### config.mk
export PLATFORM = sky130hd
export DESIGN_NAME = sfp_array
export DESIGN_NICKNAME = d
export VERILOG_FILES = /design/src/rtl/sfp_pkg.sv /design/src/rtl/sfp_lane.sv /design/src/rtl/sfp_array.sv
export SDC_FILE = /design/constraint.sdc
export NUM_CORES = 1
export LEC_CHECK = 0
export ABC_AREA = 1
export BUFFER_PORTS_ARGS = -buffer_cell sky130_fd_sc_hd__buf_2
export CELL_PAD_IN_SITES_DETAIL_PLACEMENT = 1
export CELL_PAD_IN_SITES_GLOBAL_PLACEMENT = 2
export CORE_ASPECT_RATIO = 0.5
export CORE_MARGIN = 2
export CORE_UTILIZATION = 37
export DETAILED_ROUTE_END_ITERATION = 10
export GPL_TIMING_DRIVEN = 0
export MAX_ROUTING_LAYER = met4
export PLACE_DENSITY_LB_ADDON = 0.1
export SLEW_MARGIN = 0
export SYNTH_ARGS = -nofsm -noshare
export SYNTH_HDL_FRONTEND = slang
export SYNTH_SLANG_ARGS = --single-unit
### constraint.sdc
create_clock -name clk -period 16.8 [get_ports clk]
set_clock_uncertainty 0.05 [all_clocks]
set_input_delay 4.2 -clock clk [delete_from_list [all_inputs] [get_ports clk]]
set_output_delay 4.2 -clock clk [all_outputs]
set_load 0.02 [all_outputs]
### src/rtl/sfp_pkg.sv
// Shared definitions for the multi-column special-function processor:
// accumulator saturation limits, control FSM encoding, and the width of
// the accumulate-event counter.
package sfp_pkg;

  localparam int unsigned ACC_CNT_W = 16;

  typedef enum logic [1:0] {
    IDLE  = 2'd0,
    ACCUM = 2'd1,
    EMIT  = 2'd2
  } sfp_state_t;

  // Largest value representable in a signed w-bit accumulator.
  function automatic longint psum_max(input int unsigned w);
    return (64'sd1 <<< (w - 1)) - 64'sd1;
  endfunction

  // Smallest value representable in a signed w-bit accumulator.
  function automatic longint psum_min(input int unsigned w);
    return -(64'sd1 <<< (w - 1));
  endfunction

endpackage

### src/rtl/sfp_lane.sv
// One column of the special-function processor: saturating signed
// accumulator, sticky saturation flag, and registered (optionally ReLU'd)
// output.
//
// Ports:
//   clk, reset : clock, async active-high reset
//   in         : signed bw-bit partial value for this column
//   acc_ev     : accumulate event this cycle
//   clr        : synchronous clear of psum and sat (out is kept)
//   rd         : read; out captures the current psum
//   restart    : read that also restarts accumulation (clear-on-read)
//   relu       : clamp negative psum to 0 on read
//   out        : registered result
//   sat        : sticky saturation flag
module sfp_lane
  import sfp_pkg::*;
#(
  parameter int unsigned bw      = 4,
  parameter int unsigned psum_bw = 16
) (
  input  logic               clk,
  input  logic               reset,
  input  logic [bw-1:0]      in,
  input  logic               acc_ev,
  input  logic               clr,
  input  logic               rd,
  input  logic               restart,
  input  logic               relu,
  output logic [psum_bw-1:0] out,
  output logic               sat
);

  localparam logic [psum_bw-1:0] PSUM_MAX = psum_bw'(psum_max(psum_bw));
  localparam logic [psum_bw-1:0] PSUM_MIN = psum_bw'(psum_min(psum_bw));

  logic [psum_bw-1:0] psum;
  logic [psum_bw-1:0] in_ext;
  logic [psum_bw:0]   sum;
  logic [psum_bw-1:0] sum_sat;
  logic               ovf;
  logic [psum_bw-1:0] rd_val;

  assign in_ext = {{(psum_bw - bw){in[bw-1]}}, in};

  // One guard bit: overflow shows up as the top two bits disagreeing,
  // and the guard bit then gives the true sign of the result.
  assign sum     = {psum[psum_bw-1], psum} + {in_ext[psum_bw-1], in_ext};
  assign ovf     = sum[psum_bw] ^ sum[psum_bw-1];
  assign sum_sat = ovf ? (sum[psum_bw] ? PSUM_MIN : PSUM_MAX) : sum[psum_bw-1:0];

  assign rd_val  = (relu && psum[psum_bw-1]) ? '0 : psum;

  always_ff @(posedge clk or posedge reset) begin
    if (reset) begin
      psum <= '0;
      out  <= '0;
      sat  <= 1'b0;
    end else if (clr) begin
      psum <= '0;
      sat  <= 1'b0;
    end else begin
      if (rd) out <= rd_val;
      // A same-cycle accumulate on a restarting read seeds the new sum.
      if (restart) begin
        psum <= acc_ev ? in_ext : '0;
        sat  <= 1'b0;
      end else if (acc_ev) begin
        psum <= sum_sat;
        if (ovf) sat <= 1'b1;
      end
    end
  end

endmodule

### src/rtl/sfp_array.sv
// Multi-column special-function processor. Accumulates one signed row per
// accumulate event into col saturating lanes and emits all lanes on a read.
//
// Ports:
//   clk, reset : clock, async active-high reset
//   in         : packed inputs, lane c = in[c*bw +: bw]
//   in_valid   : in carries valid data
//   acc        : accumulate enable (qualified by in_valid)
//   relu       : ReLU on read
//   rd         : read command pulse
//   clr        : synchronous clear (wins over rd and acc)
//   out        : packed results, lane c = out[c*psum_bw +: psum_bw]
//   out_valid  : one-cycle pulse when out updates
//   sat        : per-lane sticky saturation flags
//   acc_cnt    : accumulate events since last clear, saturating
module sfp_array
  import sfp_pkg::*;
#(
  parameter int unsigned bw        = 4,
  parameter int unsigned psum_bw   = 16,
  parameter int unsigned col       = 8,
  parameter bit          clr_on_rd = 1'b1
) (
  input  logic                   clk,
  input  logic                   reset,
  input  logic [col*bw-1:0]      in,
  input  logic                   in_valid,
  input  logic                   acc,
  input  logic                   relu,
  input  logic                   rd,
  input  logic                   clr,
  output logic [col*psum_bw-1:0] out,
  output logic                   out_valid,
  output logic [col-1:0]         sat,
  output logic [ACC_CNT_W-1:0]   acc_cnt
);

  sfp_state_t state, state_nxt;
  logic       acc_ev;
  logic       rd_ev;
  logic       restart;

  assign acc_ev  = acc & in_valid & ~clr;
  assign rd_ev   = rd & ~clr;
  assign restart = rd_ev & clr_on_rd;

  for (genvar c = 0; c < col; c++) begin : g_lane
    sfp_lane #(
      .bw      (bw),
      .psum_bw (psum_bw)
    ) u_lane (
      .clk     (clk),
      .reset   (reset),
      .in      (in[c*bw +: bw]),
      .acc_ev  (acc_ev),
      .clr     (clr),
      .rd      (rd_ev),
      .restart (restart),
      .relu    (relu),
      .out     (out[c*psum_bw +: psum_bw]),
      .sat     (sat[c])
    );
  end

  always_ff @(posedge clk or posedge reset) begin
    if (reset) begin
      acc_cnt <= '0;
    end else if (clr) begin
      acc_cnt <= '0;
    end else if (restart) begin
      acc_cnt <= acc_ev ? ACC_CNT_W'(1) : '0;
    end else if (acc_ev && (acc_cnt != '1)) begin
      acc_cnt <= acc_cnt + 1'b1;
    end
  end

  always_ff @(posedge clk or posedge reset) begin
    if (reset) state <= IDLE;
    else       state <= state_nxt;
  end

  // In EMIT, a non-zero acc_cnt means the read cycle carried an accumulate
  // that now belongs to the restarted sum.
  always_comb begin
    state_nxt = state;
    if (clr) begin
      state_nxt = IDLE;
    end else if (rd) begin
      state_nxt = EMIT;
    end else begin
      case (state)
        IDLE:    if (acc_ev) state_nxt = ACCUM;
        ACCUM:   state_nxt = ACCUM;
        EMIT:    state_nxt = (acc_ev || !clr_on_rd || (acc_cnt != '0)) ? ACCUM : IDLE;
        default: state_nxt = IDLE;
      endcase
    end
  end

  assign out_valid = (state == EMIT);

endmodule

==> impl_metrics.json, run 1 <==
{
  "cts_resized": 0,
  "finalSetupViolCount": 0,
  "cts_tree": "done",
  "crit_path_start": "acc",
  "cts.hold.buffers_added": 0,
  "crit_cells": 8,
  "core.rowCount": 60,
  "multi_input_area_um2": 11500,
  "drt_iter0_markers": 1023,
  "dpl.hpwl_mm": 53.6,
  "grt_pass1_vias": 20400,
  "worstPathCellList": "buf_2, nand2_1, nor2_2, clkinv_1, nor2_4, buf_4, a21oi_1, a21oi_1",
  "timing.rr.end": "g_lane[5].u_lane.psum[0]",
  "sequentialPowerShare_pct": 37.5,
  "yosysUniqueCellTypes": 37,
  "maxSlewViolCount": 0,
  "synthSimpleGateAreaFrac_pct": 39.1,
  "rsz0062_at_grt": "no",
  "cts_buffers": 30,
  "hold_class": "flip-flop to flip-flop",
  "yosysTopAreaCellShare_pct": 35.2,
  "post-cts-setup-buffers": 0,
  "num_io_pins": 192,
  "wl_per_cell_um": 17.7,
  "root_buffer": "clkbuf_16",
  "crit_arrival_ns": 7.04,
  "synth_top_family_by_area": "simple AND/OR/NAND/NOR gates",
  "muxShareOfSynthArea_pct": 0,
  "critPathLaunchType": "primary input",
  "grt_antenna_before_repair": 3,
  "yosysSeqAreaShare_pct": 35.2,
  "crit_path_end": "g_lane[4].u_lane.psum[2]",
  "grt_overflow_total": 0,
  "cts.path.max_buffers": 3,
  "syn2layout_area_growth_pct": 14.9,
  "critPathRequiredTime_ns": 17.28,
  "ys_seq_elements": 282,
  "cp_num_buf_inv": 3,
  "finalNetCount": 3353,
  "clk_latency_ns": 0.61,
  "swShare_pct": 34.3,
  "drt_wl_total_mm": 69.4,
  "crit_path_end_kind": "flip-flop",
  "nFillCells": 7057,
  "htreeDepth": 1,
  "gp_congestion": 0.890,
  "crit_fanout": 10,
  "drc": 0,
  "p_per_area_nw_per_um2": 88.6,
  "cts_sinks": 282,
  "hold_viol": 0,
  "synth_area_leaders": "dfrtp_1, nand2_1, nand3_1, ha_1, inv_1",
  "fin_crit_sh_pct": 39.0,
  "yosysTopAreaCell": "dfrtp_1",
  "path_common_cell": "a21oi_1",
  "critPathTopFamily": "simple AND/OR/NAND/NOR gates",
  "clock_power_share_pct": 36.1,
  "chipWidth_um": 333,
  "groute.usage.overall_pct": 25.6,
  "fin_crit_ns": 6.56,
  "power.share.combinational_pct": 26.5,
  "synth.cell_area_um2": 20000,
  "async_flop_share_pct": 100,
  "max-vdd-ir-drop_v": 0.0000789,
  "synth.net_count": 3127,
  "switching_power_uw": 699,
  "grt_start_max_net_pins": 103,
  "clock.fmax_mhz": 152,
  "regArea_um2": 7060,
  "netlist_top_cells_count": "nand2_1, nand3_1, dfrtp_1, inv_1, a21oi_1",
  "synth.avg_cell_area_um2": 6.79,
  "antenna_left": 0,
  "drive_gt1_share_pct": 10.0,
  "synth_fa_ha_area_share_pct": 8.92,
  "rr_worst_depth": 13,
  "cpPeakStageDelay_ns": 0.79,
  "ys.flop_type": "dfrtp_1",
  "grt_pass1_wl_mm": 112,
  "slowest_stage": "clkinv_1",
  "drv_cap": 0,
  "leakage_nw": 13.5,
  "placed_area_um2": 22000,
  "synthesis.instances": 2950,
  "synth_warnings": 0,
  "start_util_pct": 37.4,
  "core_area_um2": 53600,
  "viasPerCell": 5.05,
  "r2r_slack_ns": 14.09,
  "clkTransAtPathRegs_ns": 0.07,
  "fin_area_um2": 23000,
  "critical_path_class": "primary input to flip-flop",
  "synth_most_common_cell": "nand2_1",
  "tightest_slew_ns": 1.17,
  "port_buffers": 191,
  "drtPass1Iterations": 5,
  "internal_power_mw": 1.34,
  "timing.rr.start": "g_lane[5].u_lane.psum[0]",
  "synth_edf_count": 0,
  "status": "finished clean",
  "tns_ns": 0,
  "die_h_um": 169,
  "synth_xor_area_share_pct": 3.37,
  "die_area_um2": 56100,
  "whs_ns": 0.422,
  "synth_compound_area_share_pct": 6.03,
  "slew_headroom_pct": 21.8,
  "num_vias": 19700
}
[tightest hold or removal path: stages, from the launching register on]
cell,delay [ns]
dfrtp_1,0.34
nand2_1,0.05
nand2_1,0.05
[area by class of cell]
class / count / area share [%]
multi-input combinational: 2314 / 50.0
sequential: 282 / 30.7
timing repair buffer: 194 / 4.51
inverter: 251 / 4.13
tap: 713 / 3.88
clock buffer: 43 / 3.74
buffer: 103 / 2.32
clock inverter: 10 / 0.783
antenna: 1 / 0.0109
[layer usage]
layer | up-vias | wire length (um) | part of all wire, % | track usage [%]
li1 | 9857 | - | - | -
met1 | 9561 | 33400 | 48 | 33.7
met2 | 236 | 32000 | 46 | 42.2
met3 | 82 | 2260 | 3.2 | 3.18
met4 | 0 | 1770 | 2.6 | 6.06
met5 | - | 0 | 0 | -
[worst min-delay path by stage]
stage | slack (ns) | from | cells past startpoint | to
final | 0.42 | g_lane[2].u_lane.out[8] | 2 | g_lane[2].u_lane.out[8]
after global routing | 0.45 | g_lane[1].u_lane.out[3] | 2 | g_lane[1].u_lane.out[3]
after CTS | 0.43 | g_lane[1].u_lane.out[8] | 2 | g_lane[1].u_lane.out[8]
after detailed placement | 0.41 | g_lane[1].u_lane.out[8] | 2 | g_lane[1].u_lane.out[8]
after global placement | 0.41 | g_lane[2].u_lane.out[9] | 2 | g_lane[2].u_lane.out[9]
after floorplan | 0.41 | g_lane[0].u_lane.sat | 2 | g_lane[0].u_lane.sat
[stage by stage]
| stage | worst slack (ns) | utilization [%] | std cells | total power, mW |
|---|---|---|---|---|
| floorplan | 4.77 | - | 2950 | 1.15 |
| finish | 10.24 | 42.9 | 3911 | 2.04 |
| global placement | 0.794 | 40.8 | 3854 | 1.30 |
| CTS | 10.35 | 42.9 | 3910 | 2.07 |
| detailed placement | 9.68 | 41.0 | 3857 | 1.32 |
| global route | 10.16 | 42.9 | 3910 | 2.16 |
[layout by cell type, fill, tap and decap left out, drive strengths merged, types with 13 or more instances in the layout]
| cell | Yosys | routed |
|---|---|---|
| nand2 | 1299 | 1299 |
| nand3 | 352 | 352 |
| dfrtp | 282 | 282 |
| inv | 249 | 249 |
| buf | 49 | 243 |
| a21oi | 161 | 161 |
| nor2 | 134 | 134 |
| ha | 130 | 130 |
| clkbuf | 54 | 97 |
| xnor2 | 51 | 51 |
| o21ai | 30 | 30 |
| xor2 | 26 | 26 |
| nand3b | 26 | 26 |
| nor3 | 20 | 20 |
| and2 | 20 | 20 |
| o21bai | 16 | 16 |
| nand4 | 13 | 13 |
[kinds of logic after synthesis]
logic type,after synthesis
xor gates and xnor gates,77
adders and majority gates,138
AOI/OAI and AO/OA,222
DFF,282
and+or+nand+nor,1877
buffers and inverters,354
[sequential cells by signal, indices dropped and copies added (netlist names)]
name / flops
state: 2
acc_cnt: 16
g_lane.u_lane.out: 128
g_lane.u_lane.psum: 128
g_lane.u_lane.sat: 8
[power groups by stage]
stage                     Clock [mW]  Combinational [mW]  Sequential [mW]
after floorplan                    0               0.350            0.797
after global placement             0               0.527            0.776
after detailed placement           0               0.542            0.776
after CTS                      0.759               0.545            0.764
after global routing           0.780               0.611            0.770
final                          0.735               0.539            0.763
(Power assumes the default switching activity.)
==> run 2, diff against run 1 <==
ABC_AREA = 0   (was 1)
clock period = 6.5 ns   (was 16.8 ns; I/O delays follow)
==> impl_metrics.json, run 2 <==
{
  "yosysTopAreaCellShare_pct": 40.7,
  "groute.usage.overall_pct": 24.1,
  "cp_num_buf_inv": 2,
  "port_buffers": 191,
  "yosysUniqueCellTypes": 85,
  "switching_power_mw": 1.59,
  "clk_latency_ns": 0.59,
  "grt_pass1_wl_mm": 89.7,
  "post-cts-setup-buffers": 0,
  "grt_antenna_before_repair": 2,
  "cts_sinks": 282,
  "start_util_pct": 37.9,
  "cts_buffers": 29,
  "crit_fanout": 10,
  "die_area_um2": 48700,
  "yosysSeqAreaShare_pct": 40.7,
  "mostFrequentLayoutCells": "dfrtp_1, buf_2, nor2_1, o21ai_0, a21oi_1",
  "met3_usage_pct": 3.72,
  "dpl.hpwl_mm": 42.7,
  "num_io_pins": 192,
  "cpPeakStageDelay_ns": 0.45,
  "maxSlewViolCount": 0,
  "finalNetCount": 2258,
  "critical_path_class": "primary input to flip-flop",
  "pre_cts_slack_ns": 1.33,
  "clock.fmax_mhz": 220,
  "hold_class": "flip-flop to flip-flop",
  "core.rowCount": 55,
  "finalSetupViolCount": 0,
  "yosysTopAreaCell": "dfrtp_1",
  "gr-usage-met2_pct": 38.3,
  "tightest_slew_ns": 1.04,
  "fin_crit_ns": 4.55,
  "worstPathCellList": "buf_2, ha_1, fa_1, a211oi_1, o21bai_1, o22a_1, a221o_1, o21ai_1, a31oi_1, o21ai_1, clkbuf_1, o21ai_0",
  "regArea_um2": 7060,
  "final_util_pct": 44.3,
  "htreeDepth": 1,
  "grt_use_met1_pct": 32.6,
  "cts_resized": 0,
  "cts.path.max_buffers": 3,
  "slew_headroom_pct": 30.9,
  "synthesis.instances": 1851,
  "swShare_pct": 32.0,
  "drive_gt1_share_pct": 13.7,
  "wl_per_cell_um": 20.6,
  "synth.cell_area_um2": 17300,
  "crit_path_end_kind": "flip-flop",
  "num_vias": 15400,
  "critPathLaunchType": "primary input",
  "max-vdd-ir-drop_v": 0.000163,
  "cts_tree": "done",
  "status": "finished clean",
  "grt_overflow_total": 0,
  "grt_start_max_net_pins": 40,
  "async_flop_share_pct": 100,
  "placed_area_um2": 19200,
  "crit_arrival_ns": 4.94,
  "drv_cap": 0,
  "drtPass1Iterations": 4,
  "synth.avg_cell_area_um2": 9.36,
  "chipWidth_um": 310,
  "clock_power_share_pct": 36.7,
  "rsz0062_at_grt": "no",
  "grt_pass1_vias": 15700,
  "synth_most_common_cell": "dfrtp_1",
  "final_common_cell": "dfrtp_1",
  "largestRegisters": "g_lane.u_lane.out (128), g_lane.u_lane.psum (128), acc_cnt (16)",
  "fin_crit_sh_pct": 70.0,
  "synth_warnings": 0,
  "root_buffer": "clkbuf_16",
  "cts.hold.buffers_added": 0,
  "nFillCells": 5428,
  "multi_input_area_um2": 9770,
  "drt_iter0_markers": 780,
  "gp_congestion": 0.822,
  "worst_slack_ns": 1.95,
  "synth_edf_count": 0,
  "p_per_area_nw_per_um2": 245,
  "drc": 0,
  "clkTransAtPathRegs_ns": 0.07,
  "synth.net_count": 2028,
  "core_area_um2": 45700,
  "syn2layout_area_growth_pct": 16.9,
  "fin_area_um2": 20200,
  "drt_wl_total_mm": 56.2,
  "synth_area_leaders": "dfrtp_1, ha_1, a22o_1, o21ai_0, a21oi_1",
  "internal_power_mw": 3.38,
  "hold_viol": 0,
  "top_usage_layer": "met2",
  "leakage_nw": 9.83,
  "antenna_left": 0,
  "ys_seq_elements": 282,
  "netlist_top_cells_count": "dfrtp_1, nor2_1, o21ai_0, a21oi_1, nand2_1",
  "sequentialPowerShare_pct": 39.7,
  "critPathTopFamily": "compound AO/OA/AOI/OAI gates",
  "viasPerCell": 5.63,
  "critPathRequiredTime_ns": 6.89,
  "path_common_cell": "o21ai_1",
  "slowest_stage": "o21ai_1",
  "power.share.combinational_pct": 23.6,
  "ys.flop_type": "dfrtp_1",
  "die_h_um": 157
}
==> run 2: cells by family (layout without fill, tap and decap cells) <==
logic type | after synthesis | in the layout | synth area share [%]
AOI/OAI and AO/OA | 695 | 695 | 26.7
xor gates and xnor gates | 105 | 105 | 5.31
adders and majority gates | 141 | 141 | 10.5
buffers and inverters | 120 | 371 | 2.85
DFF | 282 | 282 | 40.7
muxes | 6 | 6 | 0.361
other | 0 | 2 | 0
and+or+nand+nor | 502 | 502 | 13.5
==> run 2: tightest hold or removal path, stage by stage, from the launching register on <==
cell and delay (ns):
dfrtp_1 0.34, nand2_1 0.04, o21ai_0 0.06
==> run 2: metal layers <==
layer | share of wire, % | vias to the layer above
met5 | 0 | -
met4 | 2.1 | 0
met3 | 3.8 | 60
met2 | 46 | 205
met1 | 48 | 7768
li1 | - | 7334
==> run 2: final timing paths <==
kind / startpoint / to / slack, ns / cells past startpoint
setup / recovery: in[0] / g_lane[0].u_lane.psum[6] / 1.95 / 12
hold / removal: g_lane[6].u_lane.sat / g_lane[6].u_lane.sat / 0.43 / 2
setup reg to reg: g_lane[0].u_lane.psum[0] / g_lane[0].u_lane.psum[6] / 2.68 / 11
hold reg to reg: g_lane[6].u_lane.sat / g_lane[6].u_lane.sat / 0.43 / 2
max in group asynchronous: reset / g_lane[0].u_lane.psum[13] / 4.23 / 5
min in group asynchronous: reset / g_lane[1].u_lane.out[5] / 1.07 / 2
==> run 2: power by group through the flow <==
stage / Clock, mW / Combinational [mW] / Sequential (mW)
after global routing: 1.95 / 1.32 / 1.99
after CTS: 1.87 / 1.19 / 1.97
after floorplan: 0 / 0.750 / 2.05
after detailed placement: 0 / 1.18 / 2.00
after global placement: 0 / 1.15 / 2.00
final: 1.82 / 1.17 / 1.97
==> run 2: area by class of cell <==
type	instances	share of cell area, %
antenna	2	0.0247
buffer	92	1.92
multi-input combinational	1449	48.3
timing repair buffer	199	5.51
clock inverter	9	0.637
clock buffer	43	4.39
sequential	282	34.9
tap	627	3.87
inverter	28	0.538
==> run 2: per-stage QoR <==
stage	total power [mW]	hold WS, ns	instances	TNS (ns)
2_1_floorplan	2.80	0.397	1851	0
3_3_place_gp	3.15	0.410	2669	-250.96
3_5_place_dp	3.18	0.419	2677	0
4_1_cts	5.02	0.436	2729	0
5_1_grt	5.25	0.460	2731	0
6_report	4.97	0.433	2731	0
==> run 3, diff against run 2 <==
CORE_UTILIZATION = 34   (was 37)
clock period = 3.85 ns   (was 6.5 ns; I/O delays follow)
==> impl_metrics.json, run 3 (synthesis results as in run 2) <==
{
  "crit_path_end": "g_lane[1].u_lane.out[4]",
  "critPathLaunchType": "primary input",
  "drv_cap": 0,
  "core.rowCount": 58,
  "max-vdd-ir-drop_v": 0.000239,
  "grt_start_max_net_pins": 41,
  "regArea_um2": 7060,
  "crit_arrival_ns": 4.26,
  "clock_power_share_pct": 37.2,
  "critPathRequiredTime_ns": 4.33,
  "die_area_um2": 52900,
  "slew_headroom_pct": 29.5,
  "p_per_area_nw_per_um2": 416,
  "drc": 0,
  "rsz0062_at_grt": "yes",
  "drt_iter0_markers": 718,
  "crit_path_start": "rd",
  "antenna_left": 0,
  "drive_gt1_share_pct": 14.2,
  "syn2layout_area_growth_pct": 17.5,
  "cts.hold.buffers_added": 0,
  "chipWidth_um": 323,
  "worst_slack_ns": 0.0693,
  "rr_worst_depth": 11,
  "die_h_um": 164,
  "grt_antenna_before_repair": 3,
  "hold_viol": 0,
  "hold_class": "flip-flop to flip-flop",
  "htreeDepth": 1,
  "finalSetupViolCount": 0,
  "wl_met3_mm": 1.88,
  "fin_crit_ns": 3.78,
  "viasPerCell": 5.44,
  "nFillCells": 5879,
  "clk_latency_ns": 0.60,
  "dpl.hpwl_mm": 43.3,
  "gp_congestion": 0.853,
  "crit_fanout": 10,
  "status": "finished clean",
  "port_buffers": 191,
  "root_buffer": "clkbuf_16",
  "timing.rr.end": "g_lane[0].u_lane.psum[5]",
  "cts_sinks": 282,
  "largestRegisters": "g_lane.u_lane.out (128), g_lane.u_lane.psum (128), acc_cnt (16)",
  "internal_power_mw": 5.74,
  "grt_overflow_total": 0,
  "tightest_slew_ns": 1.06,
  "wl_met2_mm": 26.5,
  "finalNetCount": 2258,
  "crit_path_end_kind": "flip-flop",
  "grt_pass1_vias": 15700,
  "timing.rr.start": "g_lane[0].u_lane.psum[0]",
  "groute.usage.overall_pct": 22.5,
  "r2r_slack_ns": 0.26,
  "clock.fmax_mhz": 264,
  "mostFrequentLayoutCells": "dfrtp_1, buf_2, nor2_1, o21ai_0, a21oi_1",
  "fin_crit_sh_pct": 98.2,
  "power.share.combinational_pct": 23.5,
  "wl_met1_mm": 28.2,
  "pre_cts_slack_ns": -0.818,
  "multi_input_area_um2": 9780,
  "final_common_cell": "dfrtp_1",
  "switching_power_mw": 2.72,
  "cts.path.max_buffers": 3,
  "critical_path_class": "primary input to flip-flop",
  "stdcell_count": 2795,
  "placedCellCount": 2739,
  "leakage_nw": 9.87,
  "sequentialPowerShare_pct": 39.3,
  "p_total_mw": 8.47,
  "core_area_um2": 50300,
  "topRoutingLayerUsed": "met4",
  "clkTransAtPathRegs_ns": 0.07,
  "drtPass1Iterations": 5,
  "maxSlewViolCount": 0,
  "drt_wl_total_mm": 57.3,
  "grt_pass1_wl_mm": 91.4,
  "cts_tree": "done",
  "whs_ns": 0.433,
  "cts_buffers": 30,
  "num_io_pins": 192,
  "swShare_pct": 32.2,
  "num_vias": 15200,
  "start_util_pct": 34.4,
  "wl_per_cell_um": 20.5
}
run 3: power by group through the flow:
stage                     Combinational, mW  Clock, mW  Sequential, mW
final                                  1.99       3.15            3.32
after global routing                   2.23       3.37            3.35
after CTS                              2.01       3.25            3.33
after detailed placement               2.00          0            3.38
after global placement                 1.96          0            3.38
after floorplan                        1.27          0            3.47
run 3: layout make-up:
type | count | area share [%]
diodes | 2 | 0.0246
plain buffers | 92 | 1.96
clock buffers | 40 | 4.22
clock inverters | 14 | 0.885
inverters | 28 | 0.535
multi-input cells | 1449 | 48.1
flip-flops and latches | 282 | 34.7
well taps | 690 | 4.24
repair buffers | 198 | 5.40
run 3: metrics by stage:
step | utilization [%] | TNS, ns | area (um^2)
final | 40.5 | 0 | 20400
after global routing | 40.5 | -0.0599 | 20300
after CTS | 40.4 | 0 | 20300
after detailed placement | 38.3 | -85.28 | 19300
after global placement | 38.1 | -929.79 | 19100
after floorplan | - | -253.18 | 17300
run 3: metal layers:
layer	GRT usage [%]	vias to the layer above
li1	-	7311
met1	31.1	7640
met2	36.1	207
met3	2.84	57
met4	3.47	0
met5	-	-
run 3: critical path, stage by stage:
cell and delay (ns):
buf_2 0.18, nand2b_1 0.10, clkbuf_1 0.61, clkbuf_1 0.75
buf_1 0.85, clkbuf_1 0.53, a22o_1 0.24
run 3: what timing repair did:
item                                    CTS  global route
gates resized for setup                   2            20
setup buffers                             0             0
endpoints found under the setup margin   10            54
endpoints found under the hold margin     0             0
run 3: worst min-delay path by stage:
stage	to	from	cells past startpoint
after floorplan	g_lane[5].u_lane.sat	g_lane[5].u_lane.sat	2
after global placement	g_lane[3].u_lane.out[15]	g_lane[3].u_lane.out[15]	2
after detailed placement	g_lane[0].u_lane.out[15]	g_lane[0].u_lane.out[15]	2
after CTS	g_lane[1].u_lane.out[6]	reset	2
after global routing	g_lane[1].u_lane.out[5]	reset	2
final	g_lane[6].u_lane.out[15]	g_lane[6].u_lane.out[15]	2
